`src/rtl/rand_pulse_sched.sv`:
```
// rtl/rand_pulse_sched.sv - random-gap pulse train scheduler driven by an upstream LFSR word
module rand_pulse_sched #(
  parameter int P_WIDTH_BITS = 16
) (
  input  logic                    clk,
  input  logic                    rst,
  input  logic                    en,
  input  logic [31:0]             lfsr,
  input  logic [31:0]             mask,
  input  logic [31:0]             min_gap,
  input  logic [P_WIDTH_BITS-1:0] width,
  input  logic [31:0]             n_pulses,
  output logic                    pulse,
  output logic                    busy,
  output logic                    done,
  output logic [31:0]             pulse_cnt
);

  typedef enum logic [1:0] {IDLE, LOAD, WAIT, PULSE} state_t;

  state_t                  state, state_nx;
  logic [31:0]             mask_l, min_gap_l, n_pulses_l;
  logic [P_WIDTH_BITS-1:0] width_l, wid_cnt, wid_load;
  logic [31:0]             gap_cnt, gap_load, cnt_inc;
  logic [32:0]             gap_sum;
  logic                    last_high, run_done;
  logic                    pulse_nx, busy_nx, done_nx;

  // Gap sum is formed one bit wider so an overflow saturates instead of wrapping short.
  assign gap_sum   = {1'b0, lfsr & mask_l} + {1'b0, min_gap_l};
  assign gap_load  = gap_sum[32] ? 32'hFFFF_FFFF : gap_sum[31:0];
  assign wid_load  = (width_l == '0) ? '0 : width_l - P_WIDTH_BITS'(1);
  assign cnt_inc   = pulse_cnt + 32'd1;
  assign last_high = (wid_cnt == '0);
  assign run_done  = (n_pulses_l != 32'd0) && (cnt_inc == n_pulses_l);

  always_ff @(posedge clk) begin
    if (rst) begin
      state      <= IDLE;
      pulse      <= 1'b0;
      busy       <= 1'b0;
      done       <= 1'b0;
      pulse_cnt  <= '0;
      gap_cnt    <= '0;
      wid_cnt    <= '0;
      mask_l     <= '0;
      min_gap_l  <= '0;
      width_l    <= '0;
      n_pulses_l <= '0;
    end else begin
      state <= state_nx;
      pulse <= pulse_nx;
      busy  <= busy_nx;
      done  <= done_nx;
      case (state)
        IDLE: begin
          if (en) begin
            mask_l     <= mask;
            min_gap_l  <= min_gap;
            width_l    <= width;
            n_pulses_l <= n_pulses;
            pulse_cnt  <= '0;
          end
        end
        LOAD: gap_cnt <= gap_load;
        WAIT: begin
          if (en) begin
            if (gap_cnt == '0) wid_cnt <= wid_load;
            else               gap_cnt <= gap_cnt - 32'd1;
          end
        end
        PULSE: begin
          if (!last_high) wid_cnt   <= wid_cnt - P_WIDTH_BITS'(1);
          else            pulse_cnt <= cnt_inc;
        end
        default: ;
      endcase
    end
  end

  always_comb begin
    state_nx = state;
    case (state)
      IDLE:  if (en) state_nx = LOAD;
      LOAD:  state_nx = en ? WAIT : IDLE;
      WAIT: begin
        if (!en)                state_nx = IDLE;
        else if (gap_cnt == '0) state_nx = PULSE;
      end
      PULSE: begin
        // An en drop never cuts a pulse short; it only takes effect on the last high cycle.
        if (last_high) begin
          if (run_done || !en) state_nx = IDLE;
          else                 state_nx = LOAD;
        end
      end
      default: state_nx = IDLE;
    endcase
  end

  always_comb begin
    pulse_nx = (state_nx == PULSE);
    busy_nx  = (state_nx != IDLE);
    done_nx  = (state == PULSE) && last_high && run_done;
  end

endmodule
```
`config.mk`:
```
export PLATFORM = sky130hd
export DESIGN_NAME = rand_pulse_sched
export DESIGN_NICKNAME = d
export VERILOG_FILES = /design/src/rtl/rand_pulse_sched.sv
export SDC_FILE = /design/constraint.sdc
export NUM_CORES = 1
export LEC_CHECK = 0
export ABC_CLOCK_PERIOD_IN_PS = 6900
export CORE_UTILIZATION = 43
export CTS_CLUSTER_DIAMETER = 150
export DETAILED_ROUTE_END_ITERATION = 10
export GPL_TIMING_DRIVEN = 0
export PLACE_DENSITY = 0.69
export SYNTH_ARGS = -nofsm -noshare
export SYNTH_HDL_FRONTEND = slang
export SYNTH_SLANG_ARGS = --single-unit
```
`constraint.sdc`:
```
create_clock -name clk -period 6.9 [get_ports clk]
set_input_delay 2.07 -clock clk [delete_from_list [all_inputs] [get_ports clk]]
set_output_delay 2.07 -clock clk [all_outputs]
set_load 0.05 [all_outputs]
```
* Yosys cells after proc, flatten, opt, wreduce, memory -nomap -nowiden *
Index checks and enable logic that the tools add are counted.
Widths: inputs -> output; s select.

operators by class
  eq/ne operators = 11
  reductions and logical operators = 18
  muxes and demuxes = 19
  bitwise operators = 1
  add/sub/neg operators = 5

operators by type and width
  operator               count
  $mux 32                5
  $pmux 32 s2            2
  $mux 16                4
  $add 32x32->33         1
  $add 32x1->32 const B  1
  $and 32x32->32         1
  $eq 32x32->1           1
  $logic_not 16->1       2
  $logic_not 32->1       1
  $pmux 16 s2            1
  $reduce_bool 32->1     1
  $sub 16x1->16 const B  2
  $sub 32x1->32 const B  1
  $ne 2x2->1 const B     6
  $mux 2                 5
  $pmux 2 s4             1
  $reduce_bool 2->1      4
  $eq 2x2->1 const B     3
  $reduce_and 3->1       2
  $reduce_and 4->1       1
  $logic_and 1x1->1      3
  $eq 2x1->1 const B     1
  $logic_not 2->1        1
  $reduce_and 2->1       1
  3 further kinds        3

word-level totals
  bits of input ports = 147
  register bits after elaboration = 197
  logic and storage cells = 65

* Longest topological paths before layout *
  depth after elaboration = 8
  depth in mapped cells = 14

* Least setup slack after synthesis *
No wires, ideal clock.

  path type = input to register
  from = in lfsr[21]
  to = reg gap_cnt[9]
  slack = 2228 ps
  cell stages on the path = 12
  required time = 6783 ps
  arrival time = 4555 ps
  buffers on the path = 2
  library setup time = 117 ps
  cell sequence = and2_1 ha_1 clkbuf_1 a211o_1 a221oi_1 o21ai_0 a221o_1 a31oi_1 o211a_1 buf_2 nand2_1 a32o_1

between the ends
  word-level cells in the longest chain between the ends = 4

ends and longest elaborated chain
  what                  RTL line  RTL
  from (decl)           8         input logic [31:0] lfsr,
  $and 32x32->32        30        assign gap_sum = {1'b0, lfsr & mask_l} + {1'b0, min_gap_l};
  $add 32x32->33        30
  $mux 32               31        assign gap_load = gap_sum[32] ? 32'hFFFF_FFFF : gap_sum[31:0];
  $pmux 32 s2           55        case (state)
  to (signal assigned)  65        LOAD: gap_cnt <= gap_load;
  to (signal assigned)  69        else gap_cnt <= gap_cnt - 32'd1;
  to (decl)             24        logic [31:0] gap_cnt, gap_load, cnt_inc;

Every way passes these cells.
A chain may end at the register's enable or synchronous reset.

* Final worst setup path *
  from = in lfsr[0]
  to = reg gap_cnt[12]

Same word-level chain as after synthesis.

==> results.yml <==
power_and_ir_drop:
  finalPower_uw: 2940
  ir_drop_v: 0.000123
  p_leak_uw: 0.00548
  power_density_mw_per_mm2: 202
logic_synthesis:
  synth_edf_count: 0
  synth_flop_cell: "dfxtp_1"
  synth_fp_nets: 1757
  ys_warn_count: 0
  synth-async-reset-ratio_pct: 0
  syn_avg_cell_area_um2: 7.46
  ys_seq_elements: 197
  netlist_instances: 1572
  yosysUniqueCellTypes: 80
  netlist_area_mm2: 0.0117
  ys_seq_area_share_pct: 33.6
setup_path:
  cp.arrival_ns: 5.79
  cp.depth: 14
  critical_path_buf_inv_count: 3
  r2r.worst_path.cells: 11
  cp-end-kind: "flop"
  crit_path_end: "gap_cnt[12]"
  required_ns: 7.25
  critical_path.max_stage_delay_ns: 0.65
  reg2reg_to: "busy"
  path_common_cell: "a31oi_1"
  start_kind: "input pin"
  slowest_stage: "o21ai_1"
  cpLargestDelayFamily: "compound AO/OA/AOI/OAI gates"
  r2r_slack_ns: 2.42
  crit_chain: "clkdlybuf4s50_1 -> and2_1 -> ha_1 -> inv_1 -> fa_1 -> nand2b_1 -> a21o_1 -> a31oi_1 -> a211o_1 -> a31oi_1 -> o21ai_1 -> nor3_1 -> buf_4 -> a211oi_1"
  crit_start: "lfsr[0]"
  crit_fanout: 10
  critPathKind: "in2reg"
  r2r_start: "pulse_cnt[0]"
die:
  rows: 60
  pin_count: 182
  core_mm2: 0.0269
  initial_core_util_pct: 43.7
  die_h_um: 167
  die_w_um: 167
  dieArea_mm2: 0.0279
cts:
  htreeDepth: 4
  hold_buffers: 0
  cts_tree: "yes"
  post_cts_buffers: 0
  clock_latency_ns: 0.45
  cts.sinks: 197
  clk_pin_slew_ns: 0.08
  cts_resized: 0
  numCtsBuffers: 17
  clockRootBuffer: "clkbuf_16"
  clockBufferDepth: 2
timing:
  max_freq_ghz: 0.184
  finClkSkew_ns: 0.0140
  hold_violations: 0
  report.final.slew_viol_count: 0
  rsz0062_at_grt: "false"
  final.setup.tns_ns: 0
  tightest_slew_ns: 1.13
  fin_crit_sh_pct: 78.8
  slew_headroom_pct: 24.0
  finalSetupViolations: 0
  layout_min_cycle_time_ns: 5.44
routing:
  ant_nets: 0
  vias: 12264
  post_drt_wl_per_cell_um: 18.3
  drt_pass1_iterations: 6
  routed_wl_mm: 38.8
  routed_via_density: 5.77
  drt_iter0_markers: 1225
  drc: 0
layout:
  areaGrowthSynthToFinish_pct: 24.4
  diodes: 0
  drive_gt1_share_pct: 4.65
  nets: 1957
  fill_cells: 2610
placed_design:
  dpl.hpwl_mm: 29.6
  gp_congestion: 0.925
  port_buffers: 181
hold_path:
  worstHoldPathType: "reg2reg"
  min_from: "mask_l[29]"
run:
  drv_cap: 0
grt:
  grt_pass1_vias: 11014
  grt_max_degree: 19
  antenna_found_initial: 1
  grt_pass1_wl_mm: 60.5
  grt.overflow.total: 0
  grt_usage_pct: 27.3
run_status:
  status: "finished, final reports clean"
[worst min-delay path by stage]
stage | endpoint | cells past startpoint
after floorplan | mask_l[0] | 2
after global placement | mask_l[17] | 2
after detailed placement | mask_l[28] | 2
after CTS | mask_l[28] | 2
after global routing | mask_l[29] | 2
final | mask_l[29] | 2
[worst min-delay path, cell delays in order (launching register included)]
cell and delay (ns):
dfxtp_1 0.31, nand2_1 0.05, a21oi_1 0.05
[synth_stat cells, types with 19 or more instances]
master	n	share of area [%]
inv_1	24	0.77
o21ai_0	96	4.1
a21oi_1	205	8.7
xnor2_1	56	4.2
nand4_1	19	1.0
ha_1	37	3.9
dfxtp_1	197	34
nand3_1	28	1.2
nand2_1	310	9.9
and2_1	40	2.1
xor2_1	35	2.6
clkbuf_1	68	2.2
nor4_1	35	1.9
nor3_1	45	1.9
nor2_1	99	3.2
[power by group]
group / leakage, uW / internal, uW / switching [uW]
clock: 0.000302 / 581 / 490
sequential: 0.00161 / 1200 / 57.9
combinational: 0.00357 / 266 / 352
[logic make-up (layout without fill, tap and decap cells)]
family / after synthesis / after routing / synth area share [%]
flip-flops: 197 / 197 / 33.6
multiplexers: 3 / 3 / 0.267
adder cells (fa/ha/maj): 38 / 38 / 4.12
AND/OR/NAND/NOR: 688 / 688 / 28.7
AO/OA/AOI/OAI: 440 / 440 / 22.2
XOR/XNOR: 91 / 91 / 6.79
buffers and inverters: 115 / 328 / 4.29
[area by class of cell]
class	count	area [um2]	area share [%]
flip-flops and latches	197	3940	27.0
multi-input cells	1260	7290	49.9
plain buffers	91	413	2.83
repair buffers	181	1810	12.4
clock buffers	17	425	2.92
clock inverters	15	194	1.33
well taps	341	427	2.92
inverters	24	90.1	0.617
[stage by stage]
| stage | utilization [%] | area, um2 | setup WS (ns) | instances | hold slack (ns) |
|---|---|---|---|---|---|
| finish | 54.3 | 14600 | 1.46 | 2126 | 0.452 |
| global route | 54.3 | 14600 | 1.21 | 2126 | 0.466 |
| CTS | 54.3 | 14600 | 1.51 | 2126 | 0.453 |
| detailed placement | 52.0 | 14000 | 1.06 | 2094 | 0.442 |
| global placement | 52.0 | 14000 | 1.07 | 2094 | 0.437 |
| floorplan | - | 11700 | 2.23 | 1572 | 0.432 |
[cells in the final DEF, fill, tap and decap left out, types with 35 or more instances in the layout]
cell and n:
dfxtp_1 197, nor2_1 99, nor3_1 45, o21ai_0 96, nand2_1 310, a21oi_1 205, and2_1 40, clkdlybuf4s50_1 181
xnor2_1 56, nor4_1 35, ha_1 37, xor2_1 35, clkbuf_1 68
[state kept, by name (all words and copies together), names as in the netlist]
signal and flops:
gap_cnt 32, busy 1, pulse_cnt 32, min_gap_l 32, wid_cnt 16, n_pulses_l 32, state 2, width_l 16
mask_l 32, pulse 1, done 1
[routing by layer]
metal	vias to the layer above	global-route usage (%)	wire, um
li1	6004	-	-
met1	5720	39.3	18400
met2	485	41.6	16700
met3	53	5.25	3080
met4	2	6.90	659
met5	-	0	14
No activity file was read; power rests on OpenSTA's default activity.
